===== config.mk =====
export PLATFORM = sky130hd
export DESIGN_NAME = bus_datapath_n
export DESIGN_NICKNAME = d
export VERILOG_FILES = /design/src/rtl/bus_datapath_n.sv
export SDC_FILE = /design/constraint.sdc
export NUM_CORES = 1
export LEC_CHECK = 0
export CAP_MARGIN = 20
export CORE_MARGIN = 2
export CORE_UTILIZATION = 49
export DETAILED_ROUTE_END_ITERATION = 8
export PLACE_DENSITY = 0.69
export SETUP_SLACK_MARGIN = 0.15
export SLEW_MARGIN = 20
export SYNTH_ARGS = -nofsm -noshare
export SYNTH_HDL_FRONTEND = slang
export SYNTH_SLANG_ARGS = --single-unit

===== constraint.sdc =====
create_clock -name clk -period 4.9 [get_ports clk]
set_clock_uncertainty 0.15 [all_clocks]
set_input_delay 0.98 -clock clk [delete_from_list [all_inputs] [get_ports clk]]
set_output_delay 0.98 -clock clk [all_outputs]
set_load 0.02 [all_outputs]

===== src/rtl/bus_datapath_n.sv =====
// Single-bus register-file datapath: one shared bus feeds the register file,
// the A operand latch and the G result latch, sequenced by a 4-state controller.
module bus_datapath_n #(
    parameter int DATA_W = 8,
    parameter int NREG   = 8,
    localparam int AW    = $clog2(NREG)
) (
    input  logic              clk,
    input  logic              rst,
    input  logic              instr_valid,
    output logic              instr_ready,
    input  logic [2:0]        instr_op,
    input  logic [AW-1:0]     instr_rx,
    input  logic [AW-1:0]     instr_ry,
    input  logic [DATA_W-1:0] instr_imm,
    output logic              done,
    output logic              err,
    output logic              flag_c,
    output logic              flag_z,
    output logic [DATA_W-1:0] bus_mon,
    input  logic [AW-1:0]     dbg_addr,
    output logic [DATA_W-1:0] dbg_data
);

    typedef enum logic [1:0] {S_IDLE, S_T1, S_T2, S_T3} state_t;

    localparam logic [2:0] OP_LOAD = 3'd0;
    localparam logic [2:0] OP_MOV  = 3'd1;
    localparam logic [2:0] OP_ADD  = 3'd2;
    localparam logic [2:0] OP_SUB  = 3'd3;
    localparam logic [2:0] OP_XOR  = 3'd4;
    localparam logic [2:0] OP_AND  = 3'd5;

    state_t              state_q, state_d;
    logic [2:0]          op_q;
    logic [AW-1:0]       rx_q, ry_q;
    logic [DATA_W-1:0]   imm_q;
    logic [DATA_W-1:0]   regs_q [NREG];
    logic [DATA_W-1:0]   a_q, g_q;
    logic                gc_q;
    logic                flag_c_q, flag_z_q, done_q, err_q;
    logic [DATA_W-1:0]   bus;
    logic                is_alu;

    // Result in the low DATA_W bits; bit DATA_W is carry (ADD) or borrow (SUB).
    function automatic logic [DATA_W:0] alu(input logic [2:0] op,
                                            input logic [DATA_W-1:0] a,
                                            input logic [DATA_W-1:0] b);
        logic [DATA_W:0] r;
        case (op)
            OP_ADD:  r = {1'b0, a} + {1'b0, b};
            OP_SUB:  r = {1'b0, a} - {1'b0, b};
            OP_XOR:  r = {1'b0, a ^ b};
            default: r = {1'b0, a & b};
        endcase
        return r;
    endfunction

    assign is_alu = (op_q >= OP_ADD) && (op_q <= OP_AND);

    always_comb begin
        bus = '0;
        case (state_q)
            S_T1: begin
                if (op_q == OP_LOAD)     bus = imm_q;
                else if (op_q == OP_MOV) bus = regs_q[ry_q];
                else if (is_alu)         bus = regs_q[rx_q];
            end
            S_T2:    bus = regs_q[ry_q];
            S_T3:    bus = g_q;
            default: bus = '0;
        endcase
    end

    always_comb begin
        state_d = state_q;
        case (state_q)
            S_IDLE:  if (instr_valid) state_d = S_T1;
            S_T1:    state_d = is_alu ? S_T2 : S_IDLE;
            S_T2:    state_d = S_T3;
            default: state_d = S_IDLE;
        endcase
    end

    always_ff @(posedge clk) begin
        if (rst) begin
            state_q  <= S_IDLE;
            op_q     <= '0;
            rx_q     <= '0;
            ry_q     <= '0;
            imm_q    <= '0;
            a_q      <= '0;
            g_q      <= '0;
            gc_q     <= 1'b0;
            flag_c_q <= 1'b0;
            flag_z_q <= 1'b0;
            done_q   <= 1'b0;
            err_q    <= 1'b0;
            for (int i = 0; i < NREG; i++) regs_q[i] <= '0;
        end else begin
            state_q <= state_d;
            done_q  <= 1'b0;
            err_q   <= 1'b0;
            case (state_q)
                S_IDLE: begin
                    if (instr_valid) begin
                        op_q  <= instr_op;
                        rx_q  <= instr_rx;
                        ry_q  <= instr_ry;
                        imm_q <= instr_imm;
                    end
                end
                S_T1: begin
                    if (op_q == OP_LOAD || op_q == OP_MOV) begin
                        regs_q[rx_q] <= bus;
                        done_q       <= 1'b1;
                    end else if (is_alu) begin
                        a_q <= bus;
                    end else begin
                        done_q <= 1'b1;
                        err_q  <= 1'b1;
                    end
                end
                S_T2: {gc_q, g_q} <= alu(op_q, a_q, bus);
                S_T3: begin
                    regs_q[rx_q] <= bus;
                    flag_c_q     <= gc_q;
                    flag_z_q     <= (g_q == '0);
                    done_q       <= 1'b1;
                end
                default: ;
            endcase
        end
    end

    assign instr_ready = (state_q == S_IDLE);
    assign done        = done_q;
    assign err         = err_q;
    assign flag_c      = flag_c_q;
    assign flag_z      = flag_z_q;
    assign bus_mon     = bus;
    assign dbg_data    = regs_q[dbg_addr];

endmodule


==> results of run 1 <==
metrics by stage:
step | util, % | hold slack [ns]
final | 57.81 | 0.3037
after global placement | 55.35 | 0.2983
after global routing | 57.81 | 0.3236
after floorplan | - | 0.2859
after CTS | 57.81 | 0.3092
after detailed placement | 55.35 | 0.2994
power by group:
group	leakage, uW	total (uW)	internal, uW	switching, uW
sequential	0.00104	1060	1010	48.1
combinational	0.00139	446	209	236
clock	0.000151	770	412	358
total	0.00258	2280	1640	642
flip-flops by register name, summed over array words and instances, names as in the netlist, named ones only:
| signal | count |
|---|---|
| gc_q | 1 |
| flag_z | 1 |
| imm_q | 8 |
| done | 1 |
| op_q | 3 |
| ry_q | 3 |
| rx_q | 3 |
| a_q | 8 |
| err | 1 |
| regs_q | 64 |
| g_q | 8 |
| state_q | 2 |
| flag_c | 1 |
worst reg2reg max path, cell delays in order, from the launching register on:
cell and delay [ns]:
dfxtp_1 0.57, inv_1 0.16, ha_1 0.37, and3b_1 0.21, o21ai_2 0.14, o22ai_1 0.35
a21oi_4 0.05, ha_1 0.29, nor2_1 0.04, a21o_1 0.19, ha_1 0.26, nor2b_1 0.13
o21ai_0 0.14, nand2b_1 0.10, a31oi_1 0.25, o21ai_0 0.12, a21oi_1 0.17, mux2_2 0.35
a211oi_1 0.18
cells in the final DEF (no fill, tap or decap), drive strengths merged, types with 6 or more instances in the layout:
cell           synthesis  layout
xnor2                  7       7
a211oi                12      12
edfxtp                64      64
nand2b                11      11
dfxtp                 46      46
mux4                  43      43
buf                   24      24
a31oi                  7       7
a221o                  6       6
nor2                 102     102
clkbuf                16      12
nor2b                 11      11
o21ai                  9       9
inv                   21      23
nor3                  15      15
clkdlybuf4s50          0      43
nand3                  7       7
mux2i                 23      23
nand2                 51      51
ha                    20      20
mux2                  11      11
a21oi                 32      32
logic make-up (layout without fill, tap and decap cells):
logic type,after synthesis,in the layout,synth area share (%)
buffers and inverters,61,104,4.387
DFF,110,110,44.50
muxes,77,77,20.70
AOI/OAI and AO/OA,89,89,9.655
adders and majority gates,21,21,4.230
and+or+nand+nor,213,213,15.02
xor gates and xnor gates,11,11,1.508
final cells by class:
type / instances / area [sq um]
Timing Repair Buffer: 67 / 610.6
Clock inverter: 4 / 32.53
Multi-Input combinational cell: 411 / 3266
Tap cell: 172 / 215.2
Inverter: 21 / 78.83
Fill cell: 1101 / 5346
Clock buffer: 12 / 279.0
Sequential cell: 110 / 2843
worst paths after layout:
check | start | to | cells after the start
max | flip-flop | bus_mon[5] | 9
min | flag_c$_SDFFE_PP0N_ | flag_c$_SDFFE_PP0N_ | 2
max reg2reg | op_q[2]$_SDFFE_PP0P_ | g_q[7]$_SDFFE_PP0N_ | 18
min reg2reg | flag_c$_SDFFE_PP0N_ | flag_c$_SDFFE_PP0N_ | 2
routing by layer:
| layer | vias to the layer above | routed length (um) | global-route usage (%) |
|---|---|---|---|
| met5 | - | 0 | 0 |
| met4 | 0 | 459 | 8.057 |
| met3 | 36 | 1919 | 6.515 |
| met2 | 308 | 8158 | 40.03 |
| met1 | 2405 | 7250 | 37.01 |
| li1 | 2213 | - | - |
==> flow_metrics.py, run 1 <==
metrics = {
    "status": {
        "status": "finished clean",
    },
    "synth": {
        "synth.area.top_cells": "edfxtp_1 30%, mux4_2 15%, dfxtp_1 14%",
        "synth_cell_types": 57,
        "post-synth-top-count-cell": "nor2_1",
        "synth_top_area_share_pct": 30.08,
        "synth.cell_area_sq_um": 6389,
        "synth-edff-count": 64,
        "ys.flop_type": "edfxtp_1",
        "ys_seq_elements": 110,
        "syn-num-nets": 626,
        "avgSynthCellArea_sq_um": 10.98,
        "post-synth-top-area-cell": "edfxtp_1",
        "synth_cells": 582,
        "ys_warn_count": 0,
        "synth-seq-area-share_pct": 44.50,
        "async_reset_ff_share_pct": 0,
        "synth_common_cells": "102 x nor2_1, 64 x edfxtp_1, 51 x nand2_1, 46 x dfxtp_1, 43 x mux4_2",
    },
    "final_layout": {
        "fin_cells": 797,
        "drive_above_1_share_pct": 16.64,
        "diodes": 0,
        "syn2layout_area_growth_pct": 14.65,
        "nNetsFinal": 664,
        "fin_area_sq_um": 7325,
    },
    "detailed_routing": {
        "drt-initial-drc-count": 594,
        "drc": 0,
        "ant_nets": 0,
        "first_pass_iters": 7,
        "routed_wl_um": 17790,
        "via_count": 4962,
        "post_drt_wl_per_cell_um": 22.32,
        "vias_per_cell": 6.226,
    },
    "sta": {
        "fmax_mhz": 223.5,
        "worst_pin_slew_ns": 0.7799,
        "final_max_slew_viol_count": 0,
        "hold_viol": 0,
        "finalSetupViolCount": 0,
        "relSlewSlack_pct": 47.58,
        "timing.final.crit_share_pct": 91.29,
        "worst_slack_ns": 0.4267,
        "finalSetupTns_ns": 0,
        "min_period_ns": 4.473,
        "rsz0062_at_grt": "no",
    },
    "cts": {
        "clockBufferDepth": 2,
        "root_buffer": "clkbuf_16",
        "numCtsBuffers": 9,
        "clock_sinks": 110,
        "ctsResizeCount": 0,
        "cts_hold_buf": 0,
        "cts_tree": "built",
        "clkTransAtPathRegs_ns": 0.07,
        "h-tree-depth": 3,
        "clkLatencyLatePin_ns": 0.37,
        "cts_setup_buffers": 0,
    },
    "critical_path": {
        "worstPathArrival_ns": 3.34,
        "slowest_stage": "dfxtp_1",
        "crit_type": "reg2out",
        "crit_buf_inv": 4,
        "crit_required_ns": 3.77,
        "path_cells": "buf_4 -> mux2_2 -> nor3b_1 -> a21oi_1 -> a221o_1 -> a21oi_1 -> buf_4 -> inv_1 -> clkdlybuf4s50_1",
        "start_kind": "flip-flop",
        "slowest_delay_ns": 0.68,
        "crit_path_max_fanout": 12,
        "cp-end-kind": "output port",
        "crit_family": "buffers and inverters",
        "ff2ff_setup_slack_ns": 0.60,
    },
    "power": {
        "p_leak_uw": 0.002584,
        "vdd_drop_max_v": 0.0002218,
        "powerDensity_nw_per_um2": 311.0,
        "p_total_uw": 2278,
    },
    "run": {
        "cap_viol_max_count": 0,
    },
    "grt": {
        "antenna_found_initial": 0,
        "overflow": 0,
        "grt_max_degree": 49,
        "grt_pass1_vias": 4662,
        "grt_usage_pct": 26.20,
        "grt_pass1_wl_um": 27240,
    },
    "die": {
        "io_pins": 44,
        "die_w_um": 118.2,
        "core_sq_um": 12670,
        "initial_core_util_pct": 50.42,
        "rows": 41,
        "dieArea_sq_um": 13970,
        "die_h_um": 118.2,
    },
    "place": {
        "place.gp.congestion": 0.9445,
        "dpl.cell_count": 781,
        "dpl-instance-area_sq_um": 7013,
        "dp.final_hpwl_um": 12660,
        "place_ws_ns": 0.6359,
        "portBuffers": 43,
    },
    "hold_path": {
        "min_path_type": "reg2reg",
    },
}
Note: power is estimated with default switching activity, not from simulation.
==> run 2, diff against run 1 <==
- clock period: 4.9 -> 5 ns (I/O delays scaled with it)
==> flow_metrics.py, run 2 (synthesis gave the netlist of run 1 again) <==
metrics = {
    "status": {
        "status": "finished clean",
    },
    "die": {
        "rows": 41,
        "io_pins": 44,
        "dieArea_sq_um": 13970,
        "core_sq_um": 12670,
        "die_h_um": 118.2,
        "die_w_um": 118.2,
        "initial_core_util_pct": 50.42,
    },
    "critical_path": {
        "path_cells": "buf_4 -> mux4_2 -> nor2b_1 -> nor3_1 -> a211oi_4 -> inv_1 -> clkdlybuf4s50_1",
        "start_kind": "flip-flop",
        "crit_required_ns": 3.85,
        "crit_type": "reg2out",
        "worstPathArrival_ns": 3.38,
        "cp-end-kind": "output port",
        "crit_family": "buffers and inverters",
        "cp_num_cells": 7,
        "slowest_stage": "dfxtp_1",
        "crit_buf_inv": 3,
        "rr_worst_depth": 18,
        "crit_path_max_fanout": 10,
        "slowest_delay_ns": 0.66,
    },
    "cts": {
        "clock_sinks": 110,
        "clkTransAtPathRegs_ns": 0.08,
        "cts_hold_buf": 0,
        "h-tree-depth": 3,
        "clkLatencyLatePin_ns": 0.37,
        "clockBufferDepth": 2,
        "cts_setup_buffers": 0,
        "root_buffer": "clkbuf_16",
        "cts_tree": "built",
        "numCtsBuffers": 9,
        "ctsResizeCount": 0,
    },
    "final_layout": {
        "top_register": "regs_q",
        "diodes": 0,
        "post-route-util_pct": 57.99,
        "syn2layout_area_growth_pct": 15.02,
        "drive_above_1_share_pct": 16.93,
        "fin_area_sq_um": 7348,
        "mostFrequentLayoutCells": "102 x nor2_1, 64 x edfxtp_1, 51 x nand2_1",
        "final_common_cell": "nor2_1",
        "largest_reg_flops": 64,
        "nNetsFinal": 665,
    },
    "power": {
        "p_leak_uw": 0.002601,
        "switching_share_pct": 27.70,
        "clkPwrFrac_pct": 35.0,
        "seqPwrFrac_pct": 45.6,
        "combPwrFrac_pct": 19.4,
        "powerDensity_nw_per_um2": 309.8,
        "vdd_drop_max_v": 0.0002422,
        "p_total_uw": 2277,
        "p_int_uw": 1646,
        "switchingPower_uw": 630.6,
    },
    "place": {
        "dp.final_hpwl_um": 12450,
        "portBuffers": 43,
        "dpl-instance-area_sq_um": 7020,
        "place.gp.congestion": 0.9667,
    },
    "run": {
        "cap_viol_max_count": 0,
    },
    "sta": {
        "final_max_slew_viol_count": 0,
        "finalSetupTns_ns": 0,
        "min_period_ns": 4.526,
        "hold_viol": 0,
        "finalSetupViolCount": 0,
        "hold_slack_ns": 0.3049,
        "timing.final.crit_share_pct": 90.52,
        "worst_pin_slew_ns": 0.6976,
        "relSlewSlack_pct": 53.49,
        "fmax_mhz": 220.9,
        "rsz0062_at_grt": "no",
    },
    "detailed_routing": {
        "vias_per_cell": 6.155,
        "post_drt_wl_per_cell_um": 21.99,
        "first_pass_iters": 5,
        "routed_wl_um": 17550,
        "via_count": 4912,
        "drc": 0,
        "drt-initial-drc-count": 622,
        "ant_nets": 0,
    },
    "grt": {
        "grt_pass1_wl_um": 27310,
        "grt_usage_pct": 26.20,
        "antenna_found_initial": 0,
        "grt_max_degree": 49,
        "grt_pass1_vias": 4890,
        "overflow": 0,
    },
    "hold_path": {
        "min_path_type": "reg2reg",
        "min_path_cells": 2,
    },
}
run 2: changes by cell type in the layout (fill, tap and decap cells not counted):
cell,before,now
clkbuf_1,1,0
buf_4,24,25
clkinvlp_4,1,0
clkinv_4,0,1
inv_6,1,2
clkbuf_16,11,9
bufinv_16,0,2
run 2: final cells by class:
class	instances	area [sq um]
repair buffers	68	618.1
clock inverters	7	102.6
inverters	21	78.83
fillers	1105	5323
well taps	172	215.2
flip-flops and latches	110	2843
multi-input cells	411	3266
clock buffers	9	225.2
run 2: per-layer routing:
layer | GRT usage, % | up-vias | share of wire (%)
met3 | 6.805 | 28 | 9.1
met5 | 0.3676 | - | 0
met2 | 40.35 | 254 | 48
li1 | - | 2207 | -
met1 | 35.63 | 2423 | 40
met4 | 9.940 | 0 | 2.5
run 2: worst paths after layout:
kind | endpoint | slack (ns) | from
max | bus_mon[7] | 0.47 | flip-flop
min | flag_z$_SDFFE_PP0N_ | 0.30 | flag_z$_SDFFE_PP0N_
max reg2reg | g_q[7]$_SDFFE_PP0N_ | 0.68 | op_q[1]$_SDFFE_PP0P_
min reg2reg | flag_z$_SDFFE_PP0N_ | 0.30 | flag_z$_SDFFE_PP0N_
run 2: power by group through the flow:
| stage | Sequential (uW) | Clock [uW] | Combinational, uW |
|---|---|---|---|
| after CTS | 1040 | 800 | 441 |
| after floorplan | 1030 | 0 | 322 |
| final | 1040 | 796 | 443 |
| after global placement | 1050 | 0 | 428 |
| after detailed placement | 1060 | 0 | 438 |
| after global routing | 1040 | 829 | 483 |
run 2: worst min-delay path: cells and delay by family, from the launching register on:
kind / cells / cell delay (ns)
AND/OR/NAND/NOR: 1 / 0.05
flip-flops: 1 / 0.31
AO/OA/AOI/OAI: 1 / 0.05
run 2: stage by stage:
step	std cells	worst slack, ns
after CTS	798	0.4658
after floorplan	582	0.7778
after detailed placement	782	0.6748
after global routing	798	0.2312
after global placement	782	0.6954
final	798	0.4738
==> run 3, diff against run 2 <==
- SETUP_SLACK_MARGIN: 0.15 -> 0.02
==> results of run 3 <==
The final DEF is identical to that of run 2; final timing and power are the same.
